===== config.mk =====
export PLATFORM = sky130hd
export DESIGN_NAME = pipe_scroll_ctrl_flat
export DESIGN_NICKNAME = d
export VERILOG_FILES = /design/src/rtl/pipe_scroll_ctrl_pkg.sv /design/src/rtl/pipe_scroll_ctrl_if.sv /design/src/rtl/pipe_scroll_ctrl_lfsr8.sv /design/src/rtl/pipe_scroll_ctrl.sv /design/src/flat_wrapper.sv
export SDC_FILE = /design/constraint.sdc
export NUM_CORES = 1
export LEC_CHECK = 0
export ABC_CLOCK_PERIOD_IN_PS = 3500
export BUFFER_PORTS_ARGS = -buffer_cell sky130_fd_sc_hd__buf_2
export CORE_MARGIN = 3
export CORE_UTILIZATION = 40
export CTS_CLUSTER_SIZE = 30
export DETAILED_ROUTE_END_ITERATION = 16
export SLEW_MARGIN = 20
export SYNTH_ARGS = -nofsm -noshare
export SYNTH_HDL_FRONTEND = slang
export SYNTH_SLANG_ARGS = --single-unit

===== constraint.sdc =====
create_clock -name clk -period 3.5 [get_ports clk]
set_input_delay 0 -clock clk [delete_from_list [all_inputs] [get_ports clk]]
set_output_delay 0 -clock clk [all_outputs]
set_load 0.1 [all_outputs]

===== src/rtl/pipe_scroll_ctrl_pkg.sv =====
// Shared types and screen geometry for the pipe scroller.
// Pure declarations plus a gap-pick helper; no state.
package pipe_scroll_ctrl_pkg;

    typedef enum logic [1:0] {
        IDLE = 2'd0,
        RUN  = 2'd1,
        HALT = 2'd2
    } pipe_st_t;

    localparam int PIPE_W   = 64;
    localparam int SCREEN_W = 640;

    // Bump a repeated candidate so two consecutive pipes never share a gap.
    function automatic logic [1:0] pick_gap(input logic [1:0] cand, input logic [1:0] cur);
        return (cand == cur) ? cand + 2'd1 : cand;
    endfunction

endpackage


===== src/rtl/pipe_scroll_ctrl_if.sv =====
// Control/status bundle between game FSM, video sync and the pipe sprite unit.
// master = stimulus side (game FSM / sync), slave = pipe_scroll_ctrl.
interface pipe_scroll_ctrl_if;
    logic        frame_tick;
    logic        start;
    logic        halt;
    logic [10:0] x0;
    logic [10:0] y0;
    logic [4:0]  ctrl;
    logic        active;
    logic        score_tick;
    logic [2:0]  speed;

    modport master (
        output frame_tick, start, halt,
        input  x0, y0, ctrl, active, score_tick, speed
    );

    modport slave (
        input  frame_tick, start, halt,
        output x0, y0, ctrl, active, score_tick, speed
    );
endinterface


===== src/rtl/pipe_scroll_ctrl_lfsr8.sv =====
// Free-running 8-bit Fibonacci LFSR (taps 7,5,4,3) used for gap selection.
// Advances every clock in all states; no backpressure.
module pipe_scroll_ctrl_lfsr8 #(
    parameter logic [7:0] SEED = 8'hA5
) (
    input  logic       clk,
    input  logic       reset,
    output logic [7:0] q
);

    always_ff @(posedge clk or posedge reset) begin
        if (reset) begin
            q <= SEED;
        end else begin
            q <= {q[6:0], q[7] ^ q[5] ^ q[4] ^ q[3]};
        end
    end

endmodule


===== src/rtl/pipe_scroll_ctrl.sv =====
// Scrolls one pipe left per frame, respawns it with a fresh gap, scores and speeds up.
// frame_tick -> x0/score_tick in 1 clk; inputs are sampled every cycle, no backpressure.
module pipe_scroll_ctrl
    import pipe_scroll_ctrl_pkg::*;
#(
    parameter int         X_START     = SCREEN_W,
    parameter int         SCORE_X     = 40,
    parameter int         MAX_SPEED   = 4,
    parameter int         SPEEDUP_PTS = 5,
    parameter logic [7:0] LFSR_SEED   = 8'hA5
) (
    input  logic               clk,
    input  logic               reset,
    pipe_scroll_ctrl_if.slave  bus
);

    localparam logic [10:0] XS       = 11'(X_START);
    localparam logic [10:0] SX       = 11'(SCORE_X);
    localparam logic [2:0]  SMAX     = 3'(MAX_SPEED);
    localparam logic [7:0]  PTS_LAST = 8'(SPEEDUP_PTS - 1);

    pipe_st_t    st_q, st_d;
    logic [10:0] x0_q, x0_d;
    logic [1:0]  gap_q, gap_d;
    logic [2:0]  spd_q, spd_d;
    logic [7:0]  pts_q, pts_d;
    logic        score_q, score_d;
    logic [7:0]  lfsr_q;
    logic [10:0] x_sub;
    logic [1:0]  new_gap;
    logic        lfsr_unused;

    pipe_scroll_ctrl_lfsr8 #(.SEED(LFSR_SEED)) u_lfsr (
        .clk   (clk),
        .reset (reset),
        .q     (lfsr_q)
    );

    assign lfsr_unused = ^lfsr_q[7:2];

    always_ff @(posedge clk or posedge reset) begin
        if (reset) begin
            st_q    <= IDLE;
            x0_q    <= XS;
            gap_q   <= 2'd0;
            spd_q   <= 3'd1;
            pts_q   <= 8'd0;
            score_q <= 1'b0;
        end else begin
            st_q    <= st_d;
            x0_q    <= x0_d;
            gap_q   <= gap_d;
            spd_q   <= spd_d;
            pts_q   <= pts_d;
            score_q <= score_d;
        end
    end

    always_comb begin
        st_d    = st_q;
        x0_d    = x0_q;
        gap_d   = gap_q;
        spd_d   = spd_q;
        pts_d   = pts_q;
        score_d = 1'b0;
        x_sub   = x0_q - {8'd0, spd_q};
        new_gap = pick_gap(lfsr_q[1:0], gap_q);

        case (st_q)
            IDLE: begin
                x0_d = XS;
                if (bus.start) begin
                    st_d  = RUN;
                    spd_d = 3'd1;
                    pts_d = 8'd0;
                    gap_d = new_gap;
                end
            end
            RUN: begin
                // halt outranks a same-cycle frame_tick: no move, no score
                if (bus.halt) begin
                    st_d = HALT;
                end else if (bus.frame_tick) begin
                    if (x0_q < {8'd0, spd_q}) begin
                        x0_d  = XS;
                        gap_d = new_gap;
                    end else begin
                        x0_d = x_sub;
                        if (x0_q > SX && x_sub <= SX) begin
                            score_d = 1'b1;
                            if (pts_q == PTS_LAST) begin
                                pts_d = 8'd0;
                                if (spd_q < SMAX) spd_d = spd_q + 3'd1;
                            end else begin
                                pts_d = pts_q + 8'd1;
                            end
                        end
                    end
                end
            end
            HALT: begin
                if (bus.start && !bus.halt) begin
                    st_d  = RUN;
                    x0_d  = XS;
                    spd_d = 3'd1;
                    pts_d = 8'd0;
                    gap_d = new_gap;
                end
            end
            default: st_d = IDLE;
        endcase
    end

    assign bus.x0         = x0_q;
    assign bus.y0         = 11'd0;
    assign bus.ctrl       = {3'b000, gap_q};
    assign bus.active     = (st_q == RUN);
    assign bus.score_tick = score_q;
    assign bus.speed      = spd_q;

endmodule


===== src/flat_wrapper.sv =====
// flat-port wrapper written by rule: the top's interface ports become plain ports
module pipe_scroll_ctrl_flat import pipe_scroll_ctrl_pkg::*;
#(
    parameter int         X_START     = SCREEN_W,
    parameter int         SCORE_X     = 40,
    parameter int         MAX_SPEED   = 4,
    parameter int         SPEEDUP_PTS = 5,
    parameter logic [7:0] LFSR_SEED   = 8'hA5
)
  (clk, reset, bus_frame_tick, bus_start, bus_halt, bus_x0, bus_y0, bus_ctrl, bus_active, bus_score_tick, bus_speed);
  pipe_scroll_ctrl_if bus_i ();
  input  logic clk;
  input  logic reset;
  input wire logic [$bits(bus_i.frame_tick)-1:0] bus_frame_tick;
  input wire logic [$bits(bus_i.start)-1:0] bus_start;
  input wire logic [$bits(bus_i.halt)-1:0] bus_halt;
  output wire logic [$bits(bus_i.x0)-1:0] bus_x0;
  output wire logic [$bits(bus_i.y0)-1:0] bus_y0;
  output wire logic [$bits(bus_i.ctrl)-1:0] bus_ctrl;
  output wire logic [$bits(bus_i.active)-1:0] bus_active;
  output wire logic [$bits(bus_i.score_tick)-1:0] bus_score_tick;
  output wire logic [$bits(bus_i.speed)-1:0] bus_speed;
  assign bus_i.frame_tick = bus_frame_tick;
  assign bus_i.start = bus_start;
  assign bus_i.halt = bus_halt;
  assign bus_x0 = bus_i.x0;
  assign bus_y0 = bus_i.y0;
  assign bus_ctrl = bus_i.ctrl;
  assign bus_active = bus_i.active;
  assign bus_score_tick = bus_i.score_tick;
  assign bus_speed = bus_i.speed;
  pipe_scroll_ctrl #(.X_START(X_START), .SCORE_X(SCORE_X), .MAX_SPEED(MAX_SPEED), .SPEEDUP_PTS(SPEEDUP_PTS), .LFSR_SEED(LFSR_SEED)) u_core (.clk(clk), .reset(reset), .bus(bus_i));
endmodule

### Yosys cells after proc, flatten, opt, wreduce, memory -nomap -nowiden

Cells that the tools add are included.

| storage, ports and cells | value |
|---|---|
| register bits | 35 |
| bits of input ports | 5 |
| logic and storage cells | 80 |

| cells by class | value |
|---|---|
| $add $sub $neg | 4 |
| order comparisons | 4 |
| equal/unequal tests | 14 |
| muxes and demuxes | 38 |
| bitwise gates (word level) | 3 |
| reductions and logical operators | 10 |

Operator list:

| operator | number |
|---|---|
| 8-bit 2-to-1 mux | 7 |
| 11-bit 2-to-1 mux | 4 |
| 11-bit case mux with 3 select lines | 1 |
| 3-bit 2-to-1 mux | 8 |
| 8-bit case mux with 3 select lines | 1 |
| 2-bit 2-to-1 mux | 9 |
| 2-bit case mux with 3 select lines | 2 |
| 11-bit by 6-bit greater-than comparator with 1-bit output, second input constant | 1 |
| 11-bit by 6-bit less-or-equal comparator with 1-bit output, second input constant | 1 |
| 11-bit by 3-bit less-than comparator with 1-bit output | 1 |
| 11-bit by 3-bit subtractor with 11-bit output | 1 |
| 2-bit by 1-bit inequality test with 1-bit output, second input constant | 5 |
| 2-bit inequality test, second input constant | 5 |
| 3-bit case mux with 3 select lines | 1 |
| 9-bit AND reduction | 1 |
| 8-bit by 1-bit adder with 8-bit output, second input constant | 1 |
| 8-bit by 3-bit equality test with 1-bit output, second input constant | 1 |
| 7-bit AND reduction | 1 |
| 6-bit AND reduction | 1 |
| 1-bit 2-to-1 mux | 5 |
| 4-bit AND reduction | 1 |
| 3-bit by 1-bit adder with 3-bit output, second input constant | 1 |
| 3-bit less-than comparator, second input constant | 1 |
| 3-bit AND reduction | 1 |
| other kinds (9) | 12 |

### Logic depth before layout (Yosys ltp)

| logic depth | value |
|---|---|
| depth after elaboration | 8 |
| gate-level depth with buffers | 10 |
| depth with buffers taken out | 9 |

### Modules after synthesis

From an unflattened synthesis, not the netlist that was laid out.

| unflattened totals | value |
|---|---|
| cells, all modules | 237 |
| area total of the unflattened synthesis | 2173.3 um2 |

Modules (own cells, without submodules):

| module | times used | cells an instance | area an instance (um2) |
|---|---|---|---|
| pipe_scroll_ctrl | 1 | 225 | 1938.1 |
| pipe_scroll_ctrl_lfsr8 | 1 | 12 | 235.2 |

### Least setup slack after synthesis

No wires, ideal clock.

| timing path | value |
|---|---|
| kind | reg-to-reg |
| from | register u_core.x0_q[0] (netlist: u_core.bus.x0[0]) |
| to | register u_core.spd_q[0] (netlist: u_core.bus.speed[0]) |
| data arrival time | 2.901 ns |
| data required time | 3.418 ns |
| slack | 0.517 ns |
| stages on the path, launching flop included | 10 |
| path buffers | 0 |
| clock period less this slack | 2.983 ns |
| cells stage by stage | dfrtp_1 -> inv_1 -> ha_1 -> fa_1 -> xor2_1 -> nand3_1 -> a211oi_1 -> o21a_4 -> nand3_4 -> mux2_4 |

| between the ends | value |
|---|---|
| word-level cells in the longest chain between the ends | 5 |

Ends and longest elaborated chain:

| element | line | source |
|---|---|---|
| start, declared | pipe_scroll_ctrl.sv:23 | `logic [10:0] x0_q, x0_d;` |
| start signal, assigned | pipe_scroll_ctrl.sv:44 | `x0_q <= XS;` |
| start signal, assigned | pipe_scroll_ctrl.sv:51 | `x0_q <= x0_d;` |
| 11-bit by 3-bit subtractor with 11-bit output | pipe_scroll_ctrl.sv:66 | `x_sub = x0_q - {8'd0, spd_q};` |
| 11-bit by 6-bit less-or-equal comparator with 1-bit output | pipe_scroll_ctrl.sv:89 | `if (x0_q > SX && x_sub <= SX) begin` |
| 1-bit logical AND | pipe_scroll_ctrl.sv:89 |  |
| 2-bit by 1-bit inequality test with 1-bit output (no source line) | - |  |
| 9-bit AND reduction (no source line) (*) | - |  |
| end signal, assigned | pipe_scroll_ctrl.sv:53 | `spd_q <= spd_d;` |
| end, declared | pipe_scroll_ctrl.sv:25 | `logic [2:0] spd_q, spd_d;` |

Every way passes the cells marked *; elsewhere a longest branch is shown, timed or not.
A chain may end at the register's enable or synchronous reset.

### Final worst setup path

| timing path | value |
|---|---|
| from | register u_core.x0_q[4] (netlist: u_core.bus.x0[4]) |
| to | register u_core.spd_q[0] (netlist: u_core.bus.speed[0]) |

The elaborated chain is that of the path after synthesis.

==> impl_metrics.env <==
export IMPL_outcome="completed"
export IMPL_drt_pass1_iterations=4
export IMPL_crit_path_cells="or3_4 > or4_1 > or3_1 > o2111a_1 > nand3_4 > mux2_4"
export IMPL_worstMarginPinSlew_ps=609.6
export IMPL_grt_setup_unrepaired="no"
export IMPL_critical_path_buffer_and_inverter_count=0
export IMPL_cap_viol_max_count=0
export IMPL_grt_start_max_net_pins=36
export IMPL_multiInputGateArea_mm2=0.001079
export IMPL_worst_setup_path_type="reg2reg"
export IMPL_power_switching_uw=1208
export IMPL_first_pass_grt_wire_length_mm=7.728
export IMPL_setup_tns_final_ps=0
export IMPL_report_final_slew_viol_count=0
export IMPL_number_of_storage_elements_in_the_synthesis_netlist=35
export IMPL_power_switching_share_pct=56.25
export IMPL_finish_net_count=267
export IMPL_ff2ff_setup_slack_ps=920
export IMPL_layout_drive_gt1_share_pct=19.14
export IMPL_drt_wirelength_per_cell_um=13.45
export IMPL_grt_use_total_pct=15.50
export IMPL_route_final_wire_length_mm=4.344
export IMPL_placed_cells_incl_taps=313
export IMPL_initial_core_util_pct=43.18
export IMPL_via_count=1706
export IMPL_power_per_cell_area_mw_per_mm2=918.1
export IMPL_worst_path_max_delay_cell="dfrtp_1"
export IMPL_grt_overflow_total=0
export IMPL_critical_path_endpoint_type="register"
export IMPL_postLayoutCoreUtil_pct=47.62
export IMPL_io_pins=37
export IMPL_clkSlewWorstSetupHoldPaths_ps=80
export IMPL_distinct_cells_synth=52
export IMPL_syn_avg_cell_area_um2=9.221
export IMPL_drt_drc_violations_left=0
export IMPL_fp_dieArea_mm2=0.006212
export IMPL_grt_pass1_vias=1619
export IMPL_netlist_area_before_placement_mm2=0.002121
export IMPL_max_slew_margin_pct=59.21
export IMPL_cts_resized_gates=0
export IMPL_mostFrequentLayoutCell="dfrtp_1"
export IMPL_final_hold_viol_count=0
export IMPL_worst_endpoint_arrival_ps=2800
export IMPL_power_uw=2147
export IMPL_sequential_cell_area_um2=884.6
export IMPL_tritoncts="done"
export IMPL_crit_reg2reg_launch="u_core.bus.x0[4]"
export IMPL_core_area_mm2=0.004911
export IMPL_worst_ir_drop_vdd_uv=479.4
export IMPL_grt_antenna_before_repair=0
export IMPL_hpwlAfterDp_mm=3.166
export IMPL_rows=25
export IMPL_cp_endpoint="u_core.bus.speed[0]"
export IMPL_required_ps=3720
export IMPL_p_seq_share_pct=26.9
export IMPL_leakagePower_uw=0.001064
export IMPL_worst_setup_path_startpoint="u_core.bus.x0[4]"
export IMPL_flow_area_growth_from_synthesis_pct=10.27
export IMPL_die_height_um=78.82
export IMPL_clock_skew_ps=3.935
export IMPL_cp_startpoint_kind="register"
export IMPL_clock_root_buffer="clkbuf_8"
export IMPL_synth_warnings=0
export IMPL_cts_buffers=5
export IMPL_postCtsSetupRepairBufs=0
export IMPL_diodes=0
export IMPL_min_path_type="in2reg"
export IMPL_power_combinational_fraction_pct=59.0
export IMPL_final_cell_mix="dfrtp_1 (28), nand2_1 (24), buf_2 (22)"
export IMPL_cp_depth=6
export IMPL_fmax_ghz=0.3876
export IMPL_worstRegToRegCells=6
export IMPL_number_of_standard_cells_after_synthesis=230
export IMPL_critical_path_max_fanout=11
export IMPL_clock_power_share_pct=14.2
export IMPL_yosysSeqAreaShare_pct=41.71
export IMPL_post_layout_nonfiller_instances=323
export IMPL_synth_flop_cell="dfrtp_1"
export IMPL_largest_delay_contributor_family_on_the_critical_path="simple AND/OR/NAND/NOR gates"
export IMPL_r2r_end="u_core.bus.speed[0]"
export IMPL_port_buffers=22
export IMPL_cts_buffer_depth=2
export IMPL_numClockSinks=35
export IMPL_finalSetupViolCount=0
export IMPL_timing_final_crit_period_ps=2580
export IMPL_worst_skew_pair_late_latency_ps=290
export IMPL_internal_power_uw=939.3
export IMPL_cts_max_level=2
export IMPL_place_gp_congestion=0.8476
export IMPL_dr_first_iter_drc_count=91
export IMPL_post_drt_via_cell_ratio=5.282
export IMPL_cts_hold_buffers=2
export IMPL_synth_edf_count=0
export IMPL_ys_async_rst_share_pct=100.0
export IMPL_fill_cells=485
export IMPL_die_w_um=78.82
export IMPL_timing_final_crit_share_pct=73.72
export IMPL_critPathMaxStageDelay_ps=500
export IMPL_ant_nets=0
==> layout make-up <==
class                   instances  area share (%)
clock buffers                   5           2.943
clock inverters                 3           1.070
inverters                      14           2.247
multi-input cells             173           46.12
flip-flops and latches         35           37.83
well taps                      67           3.585
repair buffers                 26           6.207
==> per-stage QoR <==
| step | area [um^2] | setup slack, ps | hold WS (ps) |
|---|---|---|---|
| detailed placement | 2225 | 943.1 | 134.1 |
| finish | 2338 | 919.7 | 27.55 |
| floorplan | 2170 | 517.1 | 111.8 |
| CTS | 2338 | 928.3 | 27.43 |
| global route | 2338 | 714.5 | 48.93 |
| global placement | 2225 | 930.5 | 131.6 |
==> Yosys cell counts (2+ instances only) <==
cell	n	share of area [%]
a21oi_1	8	1.9
a21o_1	2	0.71
nand2b_1	2	0.59
o41ai_1	2	0.83
dfrtp_1	28	33
buf_6	3	1.6
xnor2_1	3	1.2
ha_1	6	3.5
o21a_1	2	0.71
or4_1	3	1.1
o211ai_1	2	0.71
a31oi_1	9	2.7
inv_1	14	2.5
nand2_1	24	4.2
and2_1	2	0.59
o31ai_1	4	1.4
nand3b_1	2	0.71
dfstp_2	7	8.7
nor2_1	17	3.0
o21ai_2	2	0.83
a31o_2	2	0.83
nor2b_1	2	0.59
nor3_1	9	2.1
o31a_1	2	0.83
and3_1	4	1.2
clkbuf_1	4	0.71
a211o_1	2	0.83
xor2_1	3	1.2
o21ai_0	19	4.5
nand3_1	4	0.94
or3_1	3	0.89
buf_4	14	5.0
==> power by group through the flow <==
stage / logic (uW) / registers (uW) / clock network (uW)
finish: 1270 / 577 / 304
CTS: 1270 / 575 / 315
detailed placement: 1260 / 584 / 0
global placement: 1260 / 582 / 0
floorplan: 811 / 861 / 0
global route: 1380 / 594 / 329
==> metal layers <==
| layer | GRT usage (%) | up-vias | share of wire [%] |
|---|---|---|---|
| met5 | 0 | - | 0 |
| met4 | 4.124 | 0 | 1.2 |
| met3 | 3.061 | 6 | 5.5 |
| met2 | 23.60 | 44 | 43 |
| met1 | 22.50 | 810 | 50 |
| li1 | - | 846 | - |
==> worst register-to-register path: stages, from the launching register on <==
cell and delay (ps):
dfrtp_1 500, or3_4 460, or4_1 440, or3_1 380
o2111a_1 310, nand3_4 130, mux2_4 300
==> registers in the layout, indices dropped and copies added (netlist names) <==
| register | flops |
|---|---|
| u_core.st_q | 2 |
| u_core.bus.score_tick | 1 |
| u_core.u_lfsr.q | 8 |
| u_core.bus.speed | 3 |
| u_core.pts_q | 8 |
| u_core.gap_q | 2 |
| u_core.bus.x0 | 11 |
==> cell families after synthesis <==
group | synth area share (%)
AO/OA/AOI/OAI | 21.59
XOR/XNOR | 2.478
adder cells (fa/ha/maj) | 4.484
buffers and inverters | 9.734
flip-flops | 41.71
multiplexers | 1.180
other | 0.1768
AND/OR/NAND/NOR | 18.64
==> worst min path at each step <==
stage                         start              end  slack (ps)  cells past startpoint
final                     bus_start   u_core.st_q[1]          30                      4
after global placement        reset  u_core.pts_q[2]         130                      3
after detailed placement      reset  u_core.pts_q[2]         130                      3
after floorplan            bus_halt   u_core.st_q[0]         110                      1
after global routing      bus_start   u_core.st_q[1]          50                      4
after CTS                 bus_start   u_core.st_q[1]          30                      4
No activity file was read; power rests on OpenSTA's default activity.
